### config.mk
export PLATFORM = sky130hd
export DESIGN_NAME = seven_segment_n_scanner
export DESIGN_NICKNAME = d
export VERILOG_FILES = /design/src/rtl/seg_disp_pkg.sv /design/src/rtl/seg_frame_buffer.sv /design/src/rtl/seven_segment_n_scanner.sv
export SDC_FILE = /design/constraint.sdc
export NUM_CORES = 1
export LEC_CHECK = 0
export ABC_AREA = 1
export CAP_MARGIN = 20
export CORE_ASPECT_RATIO = 1.25
export CORE_MARGIN = 2
export CORE_UTILIZATION = 60
export CTS_CLUSTER_DIAMETER = 30
export CTS_CLUSTER_SIZE = 14
export DETAILED_ROUTE_END_ITERATION = 8
export PLACE_DENSITY_LB_ADDON = 0.25
export SKIP_CTS_REPAIR_TIMING = 1
export SYNTH_ARGS = -nofsm -noshare
export SYNTH_HDL_FRONTEND = slang
export SYNTH_SLANG_ARGS = --single-unit
### constraint.sdc
create_clock -name clk -period 2.7 [get_ports clk]
set_input_delay 0.405 -clock clk [delete_from_list [all_inputs] [get_ports clk]]
set_output_delay 0.405 -clock clk [all_outputs]
set_load 0.02 [all_outputs]
### src/rtl/seg_disp_pkg.sv
// Shared constants, types and helpers for the multiplexed 7-segment scanner.
// Latency: none (declarations only).
// Backpressure: not applicable.
package seg_disp_pkg;

  // Blank pattern. Segments are active-low, so every bit set means "off".
  // Users slice this down to their own pattern width.
  localparam logic [63:0] SEG_BLANK = '1;

  // Scan phase within one digit slot.
  typedef enum logic [0:0] {
    ST_BLANK = 1'b0,
    ST_ON    = 1'b1
  } scan_state_t;

  // LSB position of digit 'digit' inside a flat vector of seg_w-bit patterns.
  function automatic int seg_lsb(input int digit, input int seg_w);
    return digit * seg_w;
  endfunction

endpackage

### src/rtl/seg_frame_buffer.sv
// Double buffer for digit patterns: a one-entry pending stage fed by a valid/ready
// handshake, copied into the displayed (active) frame only at frame wraps.
// Latency: 1 cycle into pending; pending reaches active on the next frame wrap.
// Backpressure: upd_ready is low while pending holds a frame; it rises after the draining wrap.
//
// Ports:
//   clk, rst_n  clock and asynchronous active-low reset
//   seg_in      N_DIGITS*SEG_W new frame, captured on upd_valid && upd_ready
//   upd_valid   seg_in holds a new frame
//   upd_ready   pending stage is empty (registered)
//   wrap        one-cycle strobe on the last cycle of a frame
//   active      frame currently being displayed
module seg_frame_buffer
  import seg_disp_pkg::*;
#(
  parameter int N_DIGITS = 8,
  parameter int SEG_W    = 8
) (
  input  logic                      clk,
  input  logic                      rst_n,
  input  logic [N_DIGITS*SEG_W-1:0] seg_in,
  input  logic                      upd_valid,
  output logic                      upd_ready,
  input  logic                      wrap,
  output logic [N_DIGITS*SEG_W-1:0] active
);

  logic [N_DIGITS*SEG_W-1:0] pending;
  logic                      pending_full;
  logic                      pending_full_nxt;
  logic                      handshake;

  assign handshake = upd_valid && upd_ready;

  // A handshake can only happen with pending empty, so it never races a drain:
  // a capture on a wrap cycle simply waits for the following wrap.
  always_comb begin
    pending_full_nxt = pending_full;
    if (handshake) begin
      pending_full_nxt = 1'b1;
    end else if (wrap) begin
      pending_full_nxt = 1'b0;
    end
  end

  always_ff @(posedge clk or negedge rst_n) begin
    if (!rst_n) begin
      pending      <= '1;
      pending_full <= 1'b0;
      upd_ready    <= 1'b1;
      active       <= '1;
    end else begin
      if (handshake) begin
        pending <= seg_in;
      end
      if (wrap && pending_full) begin
        active <= pending;
      end
      pending_full <= pending_full_nxt;
      upd_ready    <= !pending_full_nxt;
    end
  end

endmodule

### src/rtl/seven_segment_n_scanner.sv
// N-digit multiplexed 7-segment scanner with per-digit enable, blink, PWM brightness,
// anti-ghost blanking and a frame-synchronous double buffer.
// Latency: outputs are registered, 1 cycle behind the scan counters; updates show within one frame + 1.
// Backpressure: upd_ready drops while a frame is pending and recovers after the next frame wrap.
//
// Ports:
//   clk, rst_n  clock and asynchronous active-low reset
//   seg_in      active-low patterns, digit d at [d*SEG_W +: SEG_W]
//   upd_valid / upd_ready  frame update handshake
//   digit_en    per-digit light enable
//   blink_mask  per-digit blank during blink phase 1
//   brightness  PWM duty (0 dark, all-ones always on)
//   seg_out     registered active-low cathodes
//   seg_sel     registered active-low anodes, one-hot or none
//   frame_tick  one-cycle pulse aligned with the first output cycle of digit 0
module seven_segment_n_scanner
  import seg_disp_pkg::*;
#(
  parameter int N_DIGITS   = 8,
  parameter int SEG_W      = 8,
  parameter int DWELL_CYC  = 16384,
  parameter int BLANK_CYC  = 64,
  parameter int BRIGHT_W   = 4,
  parameter int BLINK_LOG2 = 24
) (
  input  logic                      clk,
  input  logic                      rst_n,
  input  logic [N_DIGITS*SEG_W-1:0] seg_in,
  input  logic                      upd_valid,
  output logic                      upd_ready,
  input  logic [N_DIGITS-1:0]       digit_en,
  input  logic [N_DIGITS-1:0]       blink_mask,
  input  logic [BRIGHT_W-1:0]       brightness,
  output logic [SEG_W-1:0]          seg_out,
  output logic [N_DIGITS-1:0]       seg_sel,
  output logic                      frame_tick
);

  localparam int SLOT_W = (DWELL_CYC > 1) ? $clog2(DWELL_CYC) : 1;
  localparam int DIG_W  = $clog2(N_DIGITS);

  localparam logic [SLOT_W-1:0] SLOT_LAST = SLOT_W'(DWELL_CYC - 1);
  localparam logic [SLOT_W-1:0] BLANK_LIM = SLOT_W'(BLANK_CYC);
  localparam logic [DIG_W-1:0]  DIG_LAST  = DIG_W'(N_DIGITS - 1);

  logic [SLOT_W-1:0]     slot_cnt;
  logic [SLOT_W-1:0]     slot_nxt;
  logic [DIG_W-1:0]      digit_idx;
  logic [BRIGHT_W-1:0]   pwm_cnt;
  logic [BLINK_LOG2-1:0] blink_cnt;
  scan_state_t           state;
  scan_state_t           state_nxt;

  logic                      slot_wrap;
  logic                      frame_wrap;
  logic                      tick_pre;
  logic                      pwm_on;
  logic                      blink_off;
  logic                      lit;
  logic [N_DIGITS*SEG_W-1:0] active;
  logic [SEG_W-1:0]          active_dig;

  seg_frame_buffer #(
    .N_DIGITS (N_DIGITS),
    .SEG_W    (SEG_W)
  ) u_frame_buffer (
    .clk       (clk),
    .rst_n     (rst_n),
    .seg_in    (seg_in),
    .upd_valid (upd_valid),
    .upd_ready (upd_ready),
    .wrap      (frame_wrap),
    .active    (active)
  );

  assign slot_wrap  = (slot_cnt == SLOT_LAST);
  assign frame_wrap = slot_wrap && (digit_idx == DIG_LAST);
  assign slot_nxt   = slot_wrap ? '0 : slot_cnt + SLOT_W'(1);

  // State is derived from the next slot count so it always matches slot_cnt
  // in the same cycle: ST_BLANK for the first BLANK_CYC cycles of every slot.
  assign state_nxt = (slot_nxt >= BLANK_LIM) ? ST_ON : ST_BLANK;

  assign pwm_on     = (&brightness) || (pwm_cnt < brightness);
  assign blink_off  = blink_mask[digit_idx] && blink_cnt[BLINK_LOG2-1];
  assign lit        = (state == ST_ON) && digit_en[digit_idx] && pwm_on && !blink_off;
  assign active_dig = active[seg_lsb(32'(digit_idx), SEG_W) +: SEG_W];

  always_ff @(posedge clk or negedge rst_n) begin
    if (!rst_n) begin
      slot_cnt  <= '0;
      digit_idx <= '0;
      pwm_cnt   <= '0;
      blink_cnt <= '0;
      state     <= ST_BLANK;
    end else begin
      slot_cnt  <= slot_nxt;
      pwm_cnt   <= pwm_cnt + BRIGHT_W'(1);
      blink_cnt <= blink_cnt + BLINK_LOG2'(1);
      state     <= state_nxt;
      if (slot_wrap) begin
        digit_idx <= frame_wrap ? '0 : digit_idx + DIG_W'(1);
      end
    end
  end

  // Output stage. frame_tick takes two flops so it lines up with the output
  // registers (which show the counters one cycle late), not with the counters.
  always_ff @(posedge clk or negedge rst_n) begin
    if (!rst_n) begin
      seg_out    <= SEG_BLANK[SEG_W-1:0];
      seg_sel    <= '1;
      tick_pre   <= 1'b0;
      frame_tick <= 1'b0;
    end else begin
      tick_pre   <= frame_wrap;
      frame_tick <= tick_pre;
      if (lit) begin
        seg_out <= active_dig;
        seg_sel <= ~(N_DIGITS'(1) << digit_idx);
      end else begin
        seg_out <= SEG_BLANK[SEG_W-1:0];
        seg_sel <= '1;
      end
    end
  end

endmodule
==> results by group <==
Finish
  – Multi-input gate area: 0.00323 sq mm
  – Fin area: 0.0106 sq mm
  – Fill cells: 1,049
  – Antenna cells: 0
  – Synthesis-to-layout area growth: 20.0%
  – Share of cells above drive strength 1: 23.7%
  – Register area: 0.00504 sq mm
  – Fin nets: 1,129

Placed design
  – PortBufs: about 100
  – Pre-CTS setup slack: 0.567 ns
  – DP Area: 0.00998 sq mm
  – Final GP Congestion: 0.874
  – Post-DP HPWL: 12.3 mm

Synthesis
  – Register area share after synthesis: 57.0%
  – Post-synth EDFFs: 0
  – Synth unique cells: 32
  – Post-synthesis instance total: 939
  – Yosys warnings: 0
  – Post-synth top flop: dfstp_2
  – Seq cells post-synth: 194
  – Cell Area, Synth: 0.00883 sq mm
  – Async SR Flop Fraction: 100%
  – Mapped Avg Cell Area: approximately 9.4 sq um
  – Post-Synthesis Net Count: 1,038

Drt
  – Routed vias: approximately 6,600
  – Vias per inst: 5.38
  – Residual DRC: 0
  – WL per Instance: approximately 15 um
  – Starting DRC count in detailed routing: 591
  – TritonRoute pass-1 iters: 5
  – Final WL: 18.2 mm
  – Routed Antenna Nets: 0

Power and ir drop
  – VDD IR max: 0.460 mV
  – Leak: 0.00497 uW
  – PwrDens: ~540 mW/mm^2

Global routing
  – Vias in the first global route: 6,468
  – Global-route wire length before repair: 31.0 mm
  – GRT Resource Usage Total: 24.7%
  – Initial antenna violation count: 0
  – Final global-route overflow total: 0
  – Largest net degree at the start of global routing: 66

Min path
  – Worst hold start: tick_pre
  – HP Class: flip-flop to flip-flop

Critical path
  – Data arrival time of the worst path: 2.43 ns
  – CP Launch Point: digit_idx[0]
  – Worst path most repeated cell: nand2_1
  – Crit path max fanout: 28
  – CP Cell Sequence: inv_2, nand2_1, nand2_1, nand2_1, nand3_1, nand2_1, nor2_2, nand4_1
  – Worst setup SP type: flip-flop
  – Critical Path RT: 3.02 ns
  – Kind of critical path: flip-flop to flip-flop
  – Worst reg2reg startpoint: digit_idx[0]
  – Critical Path Max Stage Delay: 0.52 ns
  – Endpoint class of the critical path: flip-flop
  – Worst Path Buf+Inv: 1
  – Critical path's slowest cell: dfrtp_1
  – Worst path top cell family by delay: simple AND/OR/NAND/NOR gates

Clocking
  – Reg clk slew, reported paths: 0.07 ns
  – CTS tree: built
  – Root Buffer: clkbuf_16
  – H-tree Lvls: 4
  – Sink Count: 194
  – Max Root-Sink Buffers: 2
  – Number of CTS-inserted buffers: 17
  – Skew-Pair Late Insertion Delay: roughly 0.44 ns

Timing
  – PnR worst setup slack: 0.590 ns
  – Worst-margin pin slew: a little over 0.6 ns
  – Worst Skew: ~0.008 ns
  – Post-Route Setup TNS: 0 ns
  – Max Clk Rate: 474 MHz
  – Period utilisation layout: 78.1%
  – Slew headroom: 58.8%
  – Fin. max-slew vios: 0
  – Fin crit period: between 2 and 2.5 ns
  – Final Hold Fails: 0
  – RSZ-0062 raised after global routing: false
  – Setup violations, final: 0

Floorplan
  – Rows: 49
  – Width of the die: 113 um
  – Core Box Area: 0.0144 sq mm
  – Initial Util: 61.3%
  – Die H: 140 um
  – Top Ports: 105
  – Area of the die: 0.0157 sq mm

Outcome
  – Status: finished, final reports clean

Job
  – Max_cap viols: 0
through the flow:
step	utilization (%)	total power (uW)	instances	hold slack, ns
floorplan	-	2980	939	0.109
global placement	69.3	3170	1188	0.335
finish	73.5	5700	1221	0.355
detailed placement	69.3	3170	1188	0.341
global route	73.5	5890	1221	0.371
CTS	73.5	5750	1220	-0.0702
cells in the final DEF (no fill, tap or decap), types with 14 or more instances in the layout:
master and count:
a21oi_1 31, clkbuf_16 17, clkdlybuf4s50_1 103, dfrtp_1 49, dfstp_2 145, inv_1 78
mux2_2 35, nand2_1 249, nand3_1 100, nand4_1 21, nor2_1 72, o21ai_1 22
xnor2_1 14, xor2_1 14
report_power, final:
part / total [uW] / internal, uW / switching, uW
logic: 202 / 120 / 82.0
clock network: 2580 / 1490 / 1090
registers: 2920 / 2920 / 0
total: 5700 / 4530 / 1170
cells by family (layout without fill, tap and decap cells):
kind of cell / after synthesis / after routing / share of synthesized area [%]
AND/OR/NAND/NOR: 463 / 463 / 22.3
flip-flops: 194 / 194 / 57.0
buffers and inverters: 127 / 231 / 6.49
AO/OA/AOI/OAI: 80 / 80 / 5.20
multiplexers: 35 / 35 / 4.46
XOR/XNOR: 28 / 28 / 2.78
adder cells (fa/ha/maj): 12 / 12 / 1.70
worst paths after layout:
| check | to | slack [ns] | cells past startpoint |
|---|---|---|---|
| setup / recovery | seg_sel[1] | 0.59 | 8 |
| hold / removal | frame_tick | 0.35 | 0 |
| setup reg to reg | seg_sel[1] | 0.59 | 8 |
| hold reg to reg | frame_tick | 0.35 | 0 |
| max in group asynchronous | u_frame_buffer.active[37] | 1.41 | 3 |
| min in group asynchronous | slot_cnt[3] | 0.50 | 2 |
state kept, by name (all words and copies together) (netlist names):
name / flops
blink_cnt: 24
digit_idx: 3
frame_tick: 1
pwm_cnt: 4
seg_out: 8
seg_sel: 8
slot_cnt: 14
state: 1
tick_pre: 1
u_frame_buffer.active: 64
u_frame_buffer.pending: 64
u_frame_buffer.pending_full: 1
u_frame_buffer.upd_ready: 1
metal layers:
layer,vias to the layer above,routed length (um),global-route usage [%]
met1,3180,7780,33.0
li1,3193,-,-
met4,0,510,10.3
met2,163,9040,40.4
met3,35,822,4.31
met5,-,0,0
area by class of cell:
class / instances / area share (%)
Clock buffer: 21 / 4.25
Timing Repair Buffer: 118 / 11.3
Multi-Input combinational cell: 618 / 30.5
Inverter: 81 / 2.88
Tap cell: 178 / 2.10
Clock inverter: 11 / 1.42
Sequential cell: 194 / 47.5
cell usage after synthesis (9+ instances only):
cell        n  area [sq um]
a21oi_1    31           155
dfstp_2   145          3810
nor2_1     72           270
mux2_2     35           394
xor2_1     14           123
nand3_1   100           500
nand2_1   250           938
ha_1       12           150
clkbuf_1   14          52.6
xnor2_1    14           123
inv_1      78           293
o21ai_1    22           110
nand4_1    21           131
dfrtp_1    49          1230
o21ai_2     9          78.8
buf_2      16          80.1
Note: power is estimated with default switching activity, not from simulation.
